==> config.mk <==
export PLATFORM = sky130hd
export DESIGN_NAME = mul_fp16_arbiter
export DESIGN_NICKNAME = d
export VERILOG_FILES = /design/src/rtl/mul_fp16_arbiter_pkg.sv /design/src/rtl/mul_fp16_singlecycle.sv /design/src/rtl/mul_fp16_arbiter.sv
export SDC_FILE = /design/constraint.sdc
export NUM_CORES = 1
export LEC_CHECK = 0
export ABC_CLOCK_PERIOD_IN_PS = 13000
export CAP_MARGIN = 5
export CORE_ASPECT_RATIO = 1.75
export CORE_MARGIN = 1
export CORE_UTILIZATION = 40
export CTS_CLUSTER_DIAMETER = 60
export DETAILED_ROUTE_END_ITERATION = 7
export PLACE_DENSITY = 0.75
export SYNTH_ARGS = -nofsm -noshare
export SYNTH_HDL_FRONTEND = slang
export SYNTH_SLANG_ARGS = --single-unit
==> constraint.sdc <==
create_clock -name clk -period 13 [get_ports clk]
set_clock_uncertainty 0.15 [all_clocks]
set_input_delay 2.6 -clock clk [delete_from_list [all_inputs] [get_ports clk]]
set_output_delay 2.6 -clock clk [all_outputs]
set_load 0.05 [all_outputs]
==> src/rtl/mul_fp16_arbiter_pkg.sv <==
// Shared types and constants for the FP16 multiplier arbiter and its
// single-cycle multiplier.
package mul_fp16_arbiter_pkg;

    typedef logic [15:0] fp16_t;

    typedef enum logic [1:0] {
        IDLE = 2'd0,
        MUL  = 2'd1,
        RESP = 2'd2
    } state_e;

    localparam int NREQ_DEFAULT = 4;

    localparam fp16_t FP16_QNAN = 16'h7E00;

    function automatic fp16_t fp16_inf(input logic sign);
        return {sign, 5'h1F, 10'h000};
    endfunction

endpackage

==> src/rtl/mul_fp16_singlecycle.sv <==
// FP16 multiplier with one register stage: operands presented with start,
// product and done appear on the following cycle. Subnormals flush to zero.
module mul_fp16_singlecycle
    import mul_fp16_arbiter_pkg::*;
(
    input  logic  clk,
    input  logic  rst_n,
    input  logic  start,
    input  fp16_t a,
    input  fp16_t b,
    output logic  done,
    output fp16_t result
);

    logic        done_q;
    fp16_t       result_q;
    fp16_t       prod_s;
    logic        sign_s;
    logic [4:0]  ea_s;
    logic [4:0]  eb_s;
    logic        a_nan_s;
    logic        b_nan_s;
    logic        a_inf_s;
    logic        b_inf_s;
    logic        a_zero_s;
    logic        b_zero_s;
    logic [21:0] p_s;
    logic [9:0]  frac_s;
    logic        guard_s;
    logic        sticky_s;
    logic [10:0] rnd_s;
    logic [6:0]  ebias_s;

    // Combinational product: normalise, round to nearest even, then classify.
    always_comb begin
        sign_s   = a[15] ^ b[15];
        ea_s     = a[14:10];
        eb_s     = b[14:10];
        a_nan_s  = (ea_s == 5'h1F) && (a[9:0] != 10'h000);
        b_nan_s  = (eb_s == 5'h1F) && (b[9:0] != 10'h000);
        a_inf_s  = (ea_s == 5'h1F) && (a[9:0] == 10'h000);
        b_inf_s  = (eb_s == 5'h1F) && (b[9:0] == 10'h000);
        a_zero_s = (ea_s == 5'h00);
        b_zero_s = (eb_s == 5'h00);
        p_s      = 22'({1'b1, a[9:0]}) * 22'({1'b1, b[9:0]});
        if (p_s[21]) begin
            frac_s   = p_s[20:11];
            guard_s  = p_s[10];
            sticky_s = |p_s[9:0];
        end else begin
            frac_s   = p_s[19:10];
            guard_s  = p_s[9];
            sticky_s = |p_s[8:0];
        end
        rnd_s   = {1'b0, frac_s} + {10'd0, guard_s & (sticky_s | frac_s[0])};
        // Biased sum carries the +15 offset twice; legal range is 16..45.
        ebias_s = 7'(ea_s) + 7'(eb_s) + 7'(p_s[21]) + 7'(rnd_s[10]);
        if (a_nan_s || b_nan_s || (a_inf_s && b_zero_s) || (b_inf_s && a_zero_s)) begin
            prod_s = FP16_QNAN;
        end else if (a_inf_s || b_inf_s) begin
            prod_s = fp16_inf(sign_s);
        end else if (a_zero_s || b_zero_s) begin
            prod_s = {sign_s, 15'h0000};
        end else if (ebias_s >= 7'd46) begin
            prod_s = fp16_inf(sign_s);
        end else if (ebias_s <= 7'd15) begin
            prod_s = {sign_s, 15'h0000};
        end else begin
            prod_s = {sign_s, 5'(ebias_s - 7'd15), rnd_s[9:0]};
        end
    end

    // Output register: capture the product only when started.
    always_ff @(posedge clk or negedge rst_n) begin
        if (!rst_n) begin
            done_q   <= 1'b0;
            result_q <= 16'h0000;
        end else begin
            done_q <= start;
            if (start) begin
                result_q <= prod_s;
            end else begin
                result_q <= result_q;
            end
        end
    end

    assign done   = done_q;
    assign result = result_q;

endmodule

==> src/rtl/mul_fp16_arbiter.sv <==
// Round-robin arbiter sharing one FP16 multiplier among NREQ requesters,
// with a held response register for the owning requester.
module mul_fp16_arbiter
    import mul_fp16_arbiter_pkg::*;
#(
    parameter int NREQ = NREQ_DEFAULT
) (
    input  logic                      clk,
    input  logic                      RST,
    input  logic [NREQ-1:0]           req_valid,
    output logic [NREQ-1:0]           req_ready,
    input  fp16_t [NREQ-1:0]          req_a,
    input  fp16_t [NREQ-1:0]          req_b,
    output logic                      resp_valid,
    input  logic                      resp_ready,
    output logic [$clog2(NREQ)-1:0]   resp_id,
    output fp16_t                     resp_result,
    output logic                      busy
);

    localparam int IDW = $clog2(NREQ);

    state_e          state_q;
    state_e          state_d;
    logic [IDW-1:0]  last_grant_q;
    logic            resp_valid_q;
    fp16_t           resp_result_q;
    logic [IDW-1:0]  resp_id_q;
    logic [IDW:0]    pick_s;
    logic            grant_s;
    logic            capture_s;
    logic            release_s;
    logic [NREQ-1:0] ready_s;
    fp16_t           mul_a_s;
    fp16_t           mul_b_s;
    logic            mul_done_s;
    fp16_t           mul_result_s;

    // Returns {found, index}; search begins just after the last grant.
    function automatic logic [IDW:0] rr_pick(input logic [NREQ-1:0] valid,
                                             input logic [IDW-1:0]  last);
        logic           found;
        logic [IDW-1:0] idx;
        found = 1'b0;
        idx   = {IDW{1'b0}};
        for (int i = 1; i <= NREQ; i++) begin
            if (!found && valid[(int'(last) + i) % NREQ]) begin
                found = 1'b1;
                idx   = IDW'((int'(last) + i) % NREQ);
            end
        end
        return {found, idx};
    endfunction

    assign pick_s  = rr_pick(req_valid, last_grant_q);
    assign mul_a_s = req_a[pick_s[IDW-1:0]];
    assign mul_b_s = req_b[pick_s[IDW-1:0]];

    // Next-state and handshake decode.
    always_comb begin
        state_d   = state_q;
        grant_s   = 1'b0;
        capture_s = 1'b0;
        release_s = 1'b0;
        case (state_q)
            IDLE: begin
                if (pick_s[IDW] && !RST) begin
                    grant_s = 1'b1;
                    state_d = MUL;
                end else begin
                    state_d = IDLE;
                end
            end
            MUL: begin
                // Without done the FSM parks here rather than invent a result.
                if (mul_done_s) begin
                    capture_s = 1'b1;
                    state_d   = RESP;
                end else begin
                    state_d = MUL;
                end
            end
            RESP: begin
                if (resp_ready) begin
                    release_s = 1'b1;
                    state_d   = IDLE;
                end else begin
                    state_d = RESP;
                end
            end
            default: begin
                state_d = IDLE;
            end
        endcase
    end

    // Ready is one-hot on the granted requester, only in the grant cycle.
    always_comb begin
        ready_s = {NREQ{1'b0}};
        if (grant_s) begin
            ready_s = NREQ'(1) << pick_s[IDW-1:0];
        end else begin
            ready_s = {NREQ{1'b0}};
        end
    end

    // State, pointer and response registers.
    always_ff @(posedge clk or posedge RST) begin
        if (RST) begin
            state_q       <= IDLE;
            last_grant_q  <= IDW'(NREQ - 1);
            resp_valid_q  <= 1'b0;
            resp_result_q <= 16'h0000;
            resp_id_q     <= {IDW{1'b0}};
        end else begin
            state_q <= state_d;
            if (grant_s) begin
                last_grant_q <= pick_s[IDW-1:0];
            end else begin
                last_grant_q <= last_grant_q;
            end
            if (capture_s) begin
                resp_valid_q  <= 1'b1;
                resp_result_q <= mul_result_s;
                resp_id_q     <= last_grant_q;
            end else if (release_s) begin
                resp_valid_q  <= 1'b0;
            end else begin
                resp_valid_q  <= resp_valid_q;
            end
        end
    end

    mul_fp16_singlecycle u_mul (
        .clk    (clk),
        .rst_n  (~RST),
        .start  (grant_s),
        .a      (mul_a_s),
        .b      (mul_b_s),
        .done   (mul_done_s),
        .result (mul_result_s)
    );

    assign req_ready   = ready_s;
    assign resp_valid  = resp_valid_q;
    assign resp_result = resp_result_q;
    assign resp_id     = resp_id_q;
    assign busy        = (state_q != IDLE);

endmodule

==> metrics, run 1 <==
total grt overflow 0; critical path type input port to flip-flop; Slew HR 40.3%; Final Net Count 1436; Max Cap Viol 0; layout cells sized above 1 16.9%; Final Setup Violations 0; hold_buf cts 0; Synth Instances 902; Post-DRT Antenna Nets 0; DRT iter0 DRCs 361; Critical Path RT 13070 ps; dpl hpwl 21.3 mm; Fmax 79.9 MHz; max incr delay on CP roughly 550 ps; FP Rows 67; #FFs+latches synth 40; Syn Nets about 1200; Synth Warn # 0; clk sinks 40; core area 0.0192 mm^2; Crit Path Max Fanout 9; Root Driver clkbuf_16; most frequent CP cell fa_1; actual slew at the worst max-slew pin 892 ps; post-route cell area 0.0108 mm^2; post-synthesis cell type count a little over 80; vias in the first global route roughly 7900; FILL cells 1690; Final Hold Fails 0; initial antenna violation count 1; post-DR wirelength/cell 17.7 um; post-synthesis sequential area ratio roughly 13%; CTS Buf Count 5; Routed WL around 25 mm; final worst-path cycle share a little over nine tenths; CP max-delay cell fa_1; starting density of the core 41.1%; max-slew violations 0; CP Capture Type flip-flop; Primary FF master, synth dfrtp_1; area grow syn2layout 36.8%; GRT Total Usage between 20% and 30%; Clock Latency Late Sink 280 ps; Post-Syn Area per Cell 8.75 um^2; gpl congestion between 0.9 and 1; Yosys top cell area share 20.6%; CP startpoint kind input port; Yosys top cell by area fa_1; largest net degree at the start of global routing 41; Ports 159; DP Area 0.0104 mm^2; synthesized cell area 0.00789 mm^2; clk slew on worst S/H paths roughly 60 ps; Async SR Flop Fraction 100%; Min Clock Period, post-route 12520 ps; status complete, no violations; H-tree levels 2; count leader, synth inv_1; DR vias 7512; Post-synth top cells inv_1, nand2_1, fa_1; worst path arrival time 12580 ps; Initial DRT Pass Iterations 4; global-route wire length before repair roughly 38 mm; CTS tree built; IO Port Bufs between 150 and 200; synth top area cells fa_1, dfrtp_1, ha_1, mux2i_1, inv_1; DIE WIDTH roughly 110 um; Hold Crit Class flip-flop to flip-flop; die area 0.0203 mm^2; DR vias/cell 5.39; residual DRC count 0; Bufs on Longest Clock Path 2; die height around 190 um; Post-synth EDFFs 0
==> path summary, 6_finish.rpt <==
path	start	end	slack (ps)	depth (start not counted)
max in group asynchronous	RST	last_grant_q[0]	9730	3
min in group asynchronous	RST	resp_result[11]	2620	3
hold reg to reg	u_mul.done	state_q[0]	340	1
setup reg to reg	last_grant_q[0]	u_mul.result[6]	2730	43
hold / removal	u_mul.done	state_q[0]	340	1
setup / recovery	req_valid[3]	u_mul.result[6]	480	44
==> through the flow <==
step | setup WS, ps | util (%) | hold WS [ps] | setup TNS [ps] | cells
5_1_grt | -8.86 | 56.2 | 354 | -22.6 | 1394
3_5_place_dp | -367 | 54.4 | 325 | -3190 | 1376
4_1_cts | 20.0 | 55.3 | 336 | 0 | 1384
3_3_place_gp | -134 | 54.4 | 326 | -1070 | 1376
2_1_floorplan | 111 | - | 308 | 0 | 902
6_report | 482 | 56.2 | 337 | 0 | 1394
==> cells by family after synthesis <==
kind of cell / after synthesis / synth area share (%)
AO/OA/AOI/OAI: 139 / 12.7
XOR/XNOR: 32 / 3.73
adder cells (fa/ha/maj): 150 / 31.5
buffers and inverters: 159 / 8.36
flip-flops: 40 / 12.7
multiplexers: 96 / 12.7
AND/OR/NAND/NOR: 286 / 18.4
==> layout by cell type (no fill, tap or decap), types with 6 or more instances in the layout <==
cell type        netlist  final
nor2b_1               11      9
inv_2                  5      6
nand2_1               94     94
a21o_1                10     10
or4_1                  6      6
nor3_1                15     15
clkdlybuf4s50_1        0    156
a22o_1                 6      6
buf_4                  2    108
nor4_1                 6      6
xnor2_1               21     21
nor2_1                72     70
dfrtp_1               38     38
inv_1                121    120
nand2b_1              10     10
fa_1                  81     81
a211oi_1              13     12
mux2_2                23     23
mux2i_1               70     66
a21oi_1               29     27
ha_1                  69     69
o21ai_0               19     18
and4_1                 9      9
xor2_1                10     10
nand3_1                8      8
and2_1                17     17
and3_1                 8      8
==> area by class of cell <==
type | instances | area (um^2) | area share (%)
Multi-Input combinational cell | 704 | 6350 | 58.8
Timing Repair Buffer | 271 | 2480 | 23.0
Sequential cell | 40 | 1000 | 9.30
Inverter | 129 | 490 | 4.55
Tap cell | 241 | 302 | 2.79
Clock buffer | 6 | 129 | 1.19
Clock inverter | 2 | 35.0 | 0.325
Antenna cell | 1 | 2.50 | 0.0232
==> sequential cells by signal, summed over array words and instances, names as in the netlist <==
| register | cells |
|---|---|
| resp_result | 16 |
| u_mul.result | 16 |
| last_grant_q | 2 |
| resp_id | 2 |
| resp_valid | 1 |
| state_q | 2 |
| u_mul.done | 1 |
==> critical path, delay by kind of cell <==
kind	cells	cell delay, ps
fa+ha+maj	10	4070
mux	2	370
compound gates	10	1890
buf+inv	10	1540
simple gates	12	2110
==> metal layers <==
layer  track usage, %  share of wire [%]  up-vias  wire length, um
met2             47.6                 57      202            14100
met5                0                  0        -                0
li1                 -                  -     3573                -
met3            0.904                2.7       79              659
met1             24.2                 35     3658             8550
met4             13.4                5.6        0             1390
==> timing repair <==
item	in CTS	in global routing
pin swaps	0	6
buffers inserted	0	8
setup endpoints to repair	9	15
cloned	0	1
endpoints found under the hold margin	0	0
gates resized for setup	3	27
Power of run 1 is not shown: default switching activity piles up to over one toggle a cycle in this logic, so the estimate is an artifact.
==> inputs of run 2 (changes only) <==
--- a/config.mk
+++ b/config.mk
@@ -5,14 +5,14 @@
 export SDC_FILE = /design/constraint.sdc
 export NUM_CORES = 1
 export LEC_CHECK = 0
-export ABC_CLOCK_PERIOD_IN_PS = 13000
+export ABC_CLOCK_PERIOD_IN_PS = 15820
 export CAP_MARGIN = 5
 export CORE_ASPECT_RATIO = 1.75
 export CORE_MARGIN = 1
-export CORE_UTILIZATION = 40
+export CORE_UTILIZATION = 58
 export CTS_CLUSTER_DIAMETER = 60
 export DETAILED_ROUTE_END_ITERATION = 7
-export PLACE_DENSITY = 0.75
+export PLACE_DENSITY = 0.95
 export SYNTH_ARGS = -nofsm -noshare
 export SYNTH_HDL_FRONTEND = slang
 export SYNTH_SLANG_ARGS = --single-unit
==> constraint.sdc (replaced) <==
create_clock -name clk -period 15.82 [get_ports clk]
set_clock_uncertainty 0.15 [all_clocks]
set_input_delay 3.164 -clock clk [delete_from_list [all_inputs] [get_ports clk]]
set_output_delay 3.164 -clock clk [all_outputs]
set_load 0.05 [all_outputs]
==> metrics, run 2 (same netlist as run 1, synthesis figures left out) <==
vias in the first global route 7930 (was 7887); DIE WIDTH 90.2 um (was 108 um); Bufs on Longest Clock Path 2 (unchanged); Post-DRT Antenna Nets 0 (unchanged); Ports 159 (unchanged); grt met2 use 64.7% (was 47.6%); max incr delay on CP 560 ps (was 550 ps); die area 0.0141 mm^2 (was 0.0203 mm^2); status complete, no violations (unchanged); worst setup margin 776 ps (was 482 ps); starting density of the core 59.3% (was 41.1%); H-tree levels 2 (unchanged); post-DR wirelength/cell 19.8 um (was 17.7 um); layout cells sized above 1 7.61% (was 16.9%); gpl congestion 0.972 (was 0.945); Cells after DPL 1217 (was 1376); Slew HR 29.8% (was 40.3%); area grow syn2layout 23.9% (was 36.8%); FP Rows 56 (was 67); IO Port Bufs 158 (unchanged); total negative slack 0 ps (unchanged); fin util 73.5% (was 56.2%); core area 0.0133 mm^2 (was 0.0192 mm^2); DRT iter0 DRCs 467 (was 361); Clock Latency Late Sink 280 ps (about the same); final worst-path cycle share 95.1%; Hold Crit Class flip-flop to flip-flop (unchanged); die height 156 um (was 188 um); CP max-delay cell clkdlybuf4s50_1 (was fa_1); critical path type input port to flip-flop (unchanged); residual DRC count 0 (unchanged); commonest non-fill, non-tap cells in the layout clkdlybuf4s50_1, inv_1, nand2_1 (was clkdlybuf4s50_1, inv_1, buf_4); Final Setup Violations 0 (unchanged); Crit Path Max Fanout 23 (was 9); GRT Total Usage 33.9% (was 24.1%); CP Capture Type flip-flop (unchanged); pre-CTS setup slack 360 ps (was -367 ps); CP startpoint kind input port (unchanged); initial antenna violation count 0 (was 1); Root Driver clkbuf_16 (unchanged); Final Net Count 1335 (was 1436); dpl hpwl 20.2 mm (was 21.3 mm); CTS tree built (unchanged); CTS Buf Count 5 (unchanged); CP delay by family, top adder cells (unchanged); postcts setup bufs 0 (unchanged); GR peak layer met2 (unchanged); commonest non-fill, non-tap cell in the layout clkdlybuf4s50_1 (unchanged); actual slew at the worst max-slew pin 1020 ps (was 892 ps); Fmax between 60 and 70 MHz; clk slew on worst S/H paths 60 ps (about the same); Critical Path RT 15880 ps (was 13070 ps); fin cells 1225 (was 1394); global-route wire length before repair 37.8 mm (was 38.0 mm); Min Clock Period, post-route 15040 ps; Max Cap Viol 0 (unchanged); worst path arrival time 15110 ps (was 12580 ps); WP buf/inv 11 (was 10); Final Hold Fails 0 (unchanged); DR vias 7578 (was 7512); n_diodes 0 (was 1); largest net degree at the start of global routing 41 (unchanged); total grt overflow 0 (unchanged); RSZ-0062 raised after global routing false; Initial DRT Pass Iterations 5 (was 4); clk sinks 40 (unchanged); Routed WL 24.3 mm (was 24.7 mm); grt met3 use 3.89% (was 0.904%); met1 GRT Util 33.2% (was 24.2%); DR vias/cell 6.19 (was 5.39); max-slew violations 0 (unchanged)
## run 2: final cells by class
cell class,count,area [um^2]
Multi-Input combinational cell,703,6240
Fill cell,922,3530
Timing Repair Buffer,171,1680
Sequential cell,40,1000
Inverter,129,490
Tap cell,174,218
Clock buffer,5,125
Clock inverter,3,18.8
## run 2: worst reg2reg max path: cells and delay by family, from the launching register on
family / cells / cell delay, ps
buffers and inverters: 10 / 1370
and+or+nand+nor: 12 / 3150
adders and majority gates: 10 / 3880
muxes: 2 / 480
AOI/OAI and AO/OA: 10 / 2340
DFF: 1 / 630
## run 2: what timing repair did
action	in CTS	in global routing
setup endpoints to repair	0	9
hold buffers	0	0
gates resized for setup	0	4
## run 2: stage by stage
step / area [um^2] / hold slack (ps)
after floorplan: 7890 / 308
after global placement: 9620 / 328
after detailed placement: 9620 / 335
after CTS: 9770 / 354
after global routing: 9780 / 377
final: 9780 / 355
## run 2: metal layers
| layer | up-vias | part of all wire, % |
|---|---|---|
| met5 | - | 0 |
| met4 | 0 | 7.5 |
| li1 | 3362 | - |
| met3 | 158 | 5.0 |
| met2 | 394 | 55 |
| met1 | 3664 | 33 |
## run 2: worst paths after layout
kind                       depth (start not counted)          endpoint             from  slack (ps)
min                                                1   resp_result[11]  resp_result[11]         350
min reg2reg                                        1   resp_result[11]  resp_result[11]         350
max reg2reg                                       44   u_mul.result[4]  last_grant_q[0]        3760
max in group asynchronous                          3   last_grant_q[1]              RST       11950
min in group asynchronous                          3  u_mul.result[11]              RST        3210
max                                               45   u_mul.result[4]     req_valid[3]         780
Power of run 2 is left out for the same reason.
==> inputs of run 3 (changes only) <==
--- a/config.mk
+++ b/config.mk
@@ -13,6 +13,7 @@
 export CTS_CLUSTER_DIAMETER = 60
 export DETAILED_ROUTE_END_ITERATION = 7
 export PLACE_DENSITY = 0.95
+export SETUP_SLACK_MARGIN = 0.3
 export SYNTH_ARGS = -nofsm -noshare
 export SYNTH_HDL_FRONTEND = slang
 export SYNTH_SLANG_ARGS = --single-unit
==> metrics, run 3 (same netlist as run 1, synthesis figures left out) <==
actual slew at the worst max-slew pin 1030 ps (was 1020 ps); final worst-path cycle share 93.8% (was 95.1%); max incr delay on CP 570 ps (was 560 ps); worst setup margin 986 ps (was 776 ps); DR vias/cell 6.25 (was 6.19); Hold Crit Class flip-flop to flip-flop (unchanged); post-DR wirelength/cell 20.0 um (was 19.8 um); FILL cells 921 (was 922); hold_buf cts 0 (unchanged); status complete, no violations (unchanged); GRT Total Usage 33.9% (unchanged); Slew HR 29.7% (was 29.8%); Post-DRT Antenna Nets 0 (unchanged); fin util 73.5% (about the same); CP max-delay cell fa_1 (was clkdlybuf4s50_1); Routed WL 24.5 mm (was 24.3 mm); CP Capture Type flip-flop (unchanged); CTS tree built (unchanged); Ports 159 (unchanged); CP delay by family, top adder cells (unchanged); Register Area 0.00100 mm^2 (unchanged); worst path arrival time 14900 ps (was 15110 ps); total negative slack 0 ps (unchanged); Post-CTS Resized 0 (unchanged); CP startpoint kind input port (unchanged); CTS Buf Count 5 (unchanged); gpl congestion 0.972 (unchanged); postcts setup bufs 0 (unchanged); reg2reg setup slack 3970 ps (was 3760 ps); Critical Path RT 15880 ps (about the same); Crit Path Max Fanout 19 (was 23); Clock Latency Late Sink 280 ps (about the same); die area 0.0141 mm^2 (unchanged); residual DRC count 0 (unchanged); pre-CTS setup slack 360 ps (unchanged); DIE WIDTH 90.2 um (unchanged); Min Clock Period, post-route 14830 ps (was 15040 ps); total grt overflow 0 (unchanged); Fmax 67.4 MHz (was 66.5 MHz); die height 156 um (unchanged); Final Hold Fails 0 (unchanged); starting density of the core 59.3% (unchanged); largest net degree at the start of global routing 41 (unchanged); clk sinks 40 (unchanged); Initial DRT Pass Iterations 6 (was 5); initial antenna violation count 0 (unchanged); FP Rows 56 (unchanged); vias in the first global route 7930 (unchanged); global-route wire length before repair 37.8 mm (unchanged); H-tree levels 2 (unchanged); DR vias 7668 (was 7578); critical path type input port to flip-flop (unchanged); Root Driver clkbuf_16 (unchanged); Max Cap Viol 0 (unchanged); Final Setup Violations 0 (unchanged); n_diodes 0 (unchanged); WP buf/inv 9 (was 11); commonest non-fill, non-tap cells in the layout clkdlybuf4s50_1, inv_1, nand2_1 (unchanged); Bufs on Longest Clock Path 2 (unchanged); layout cells sized above 1 7.70% (was 7.61%); DRT iter0 DRCs 492 (was 467); most frequent CP cell fa_1; clk slew on worst S/H paths 60 ps (about the same); max-slew violations 0 (unchanged); Final Net Count 1336 (was 1335); RSZ-0062 raised after global routing false (unchanged); core area 0.0133 mm^2 (unchanged); area taken by multi-input logic gates 0.00625 mm^2 (was 0.00624 mm^2); IO Port Bufs 158 (unchanged); area grow syn2layout 24.0% (was 23.9%); commonest non-fill, non-tap cell in the layout clkdlybuf4s50_1 (unchanged); dpl hpwl 20.2 mm (unchanged)
-- run 3: cell types whose count changed in the layout (fill, tap and decap cells not counted), sizes merged --
cell,delta
and3,+1
-- run 3: layout make-up --
type / count / share of cell area, %
Inverter: 129 / 5.01
Tap cell: 174 / 2.22
Timing Repair Buffer: 171 / 17.2
Clock buffer: 5 / 1.28
Clock inverter: 3 / 0.192
Multi-Input combinational cell: 704 / 63.9
Sequential cell: 40 / 10.3
-- run 3: final timing paths --
kind,from,endpoint,cells after the start
setup / recovery,req_valid[3],u_mul.result[4],43
hold reg to reg,resp_result[11],resp_result[11],1
max in group asynchronous,RST,last_grant_q[1],3
setup reg to reg,last_grant_q[0],u_mul.result[4],42
min in group asynchronous,RST,u_mul.result[12],3
hold / removal,resp_result[11],resp_result[11],1
-- run 3: stage by stage --
stage                     cells  hold WS (ps)  instance area, um^2
final                      1226           354                 9790
after global placement     1217           328                 9620
after floorplan             902           308                 7890
after CTS                  1225           354                 9770
after detailed placement   1217           335                 9620
after global routing       1226           377                 9790
-- run 3: layer usage --
metal | vias up | global-route usage, % | routed length (um)
li1 | 3377 | - | -
met1 | 3703 | 33.2 | 7970
met2 | 434 | 64.7 | 13300
met3 | 154 | 3.89 | 1360
met4 | 0 | 25.5 | 1830
met5 | - | 0 | 0
-- run 3: worst reg2reg max path, delay by kind of cell (launching register included) --
kind / cells / cell delay (ps)
buffers and inverters: 8 / 1390
and+or+nand+nor: 12 / 3060
AOI/OAI and AO/OA: 10 / 2280
muxes: 2 / 460
DFF: 1 / 630
adders and majority gates: 10 / 3840
Power of run 3 is left out for the same reason.
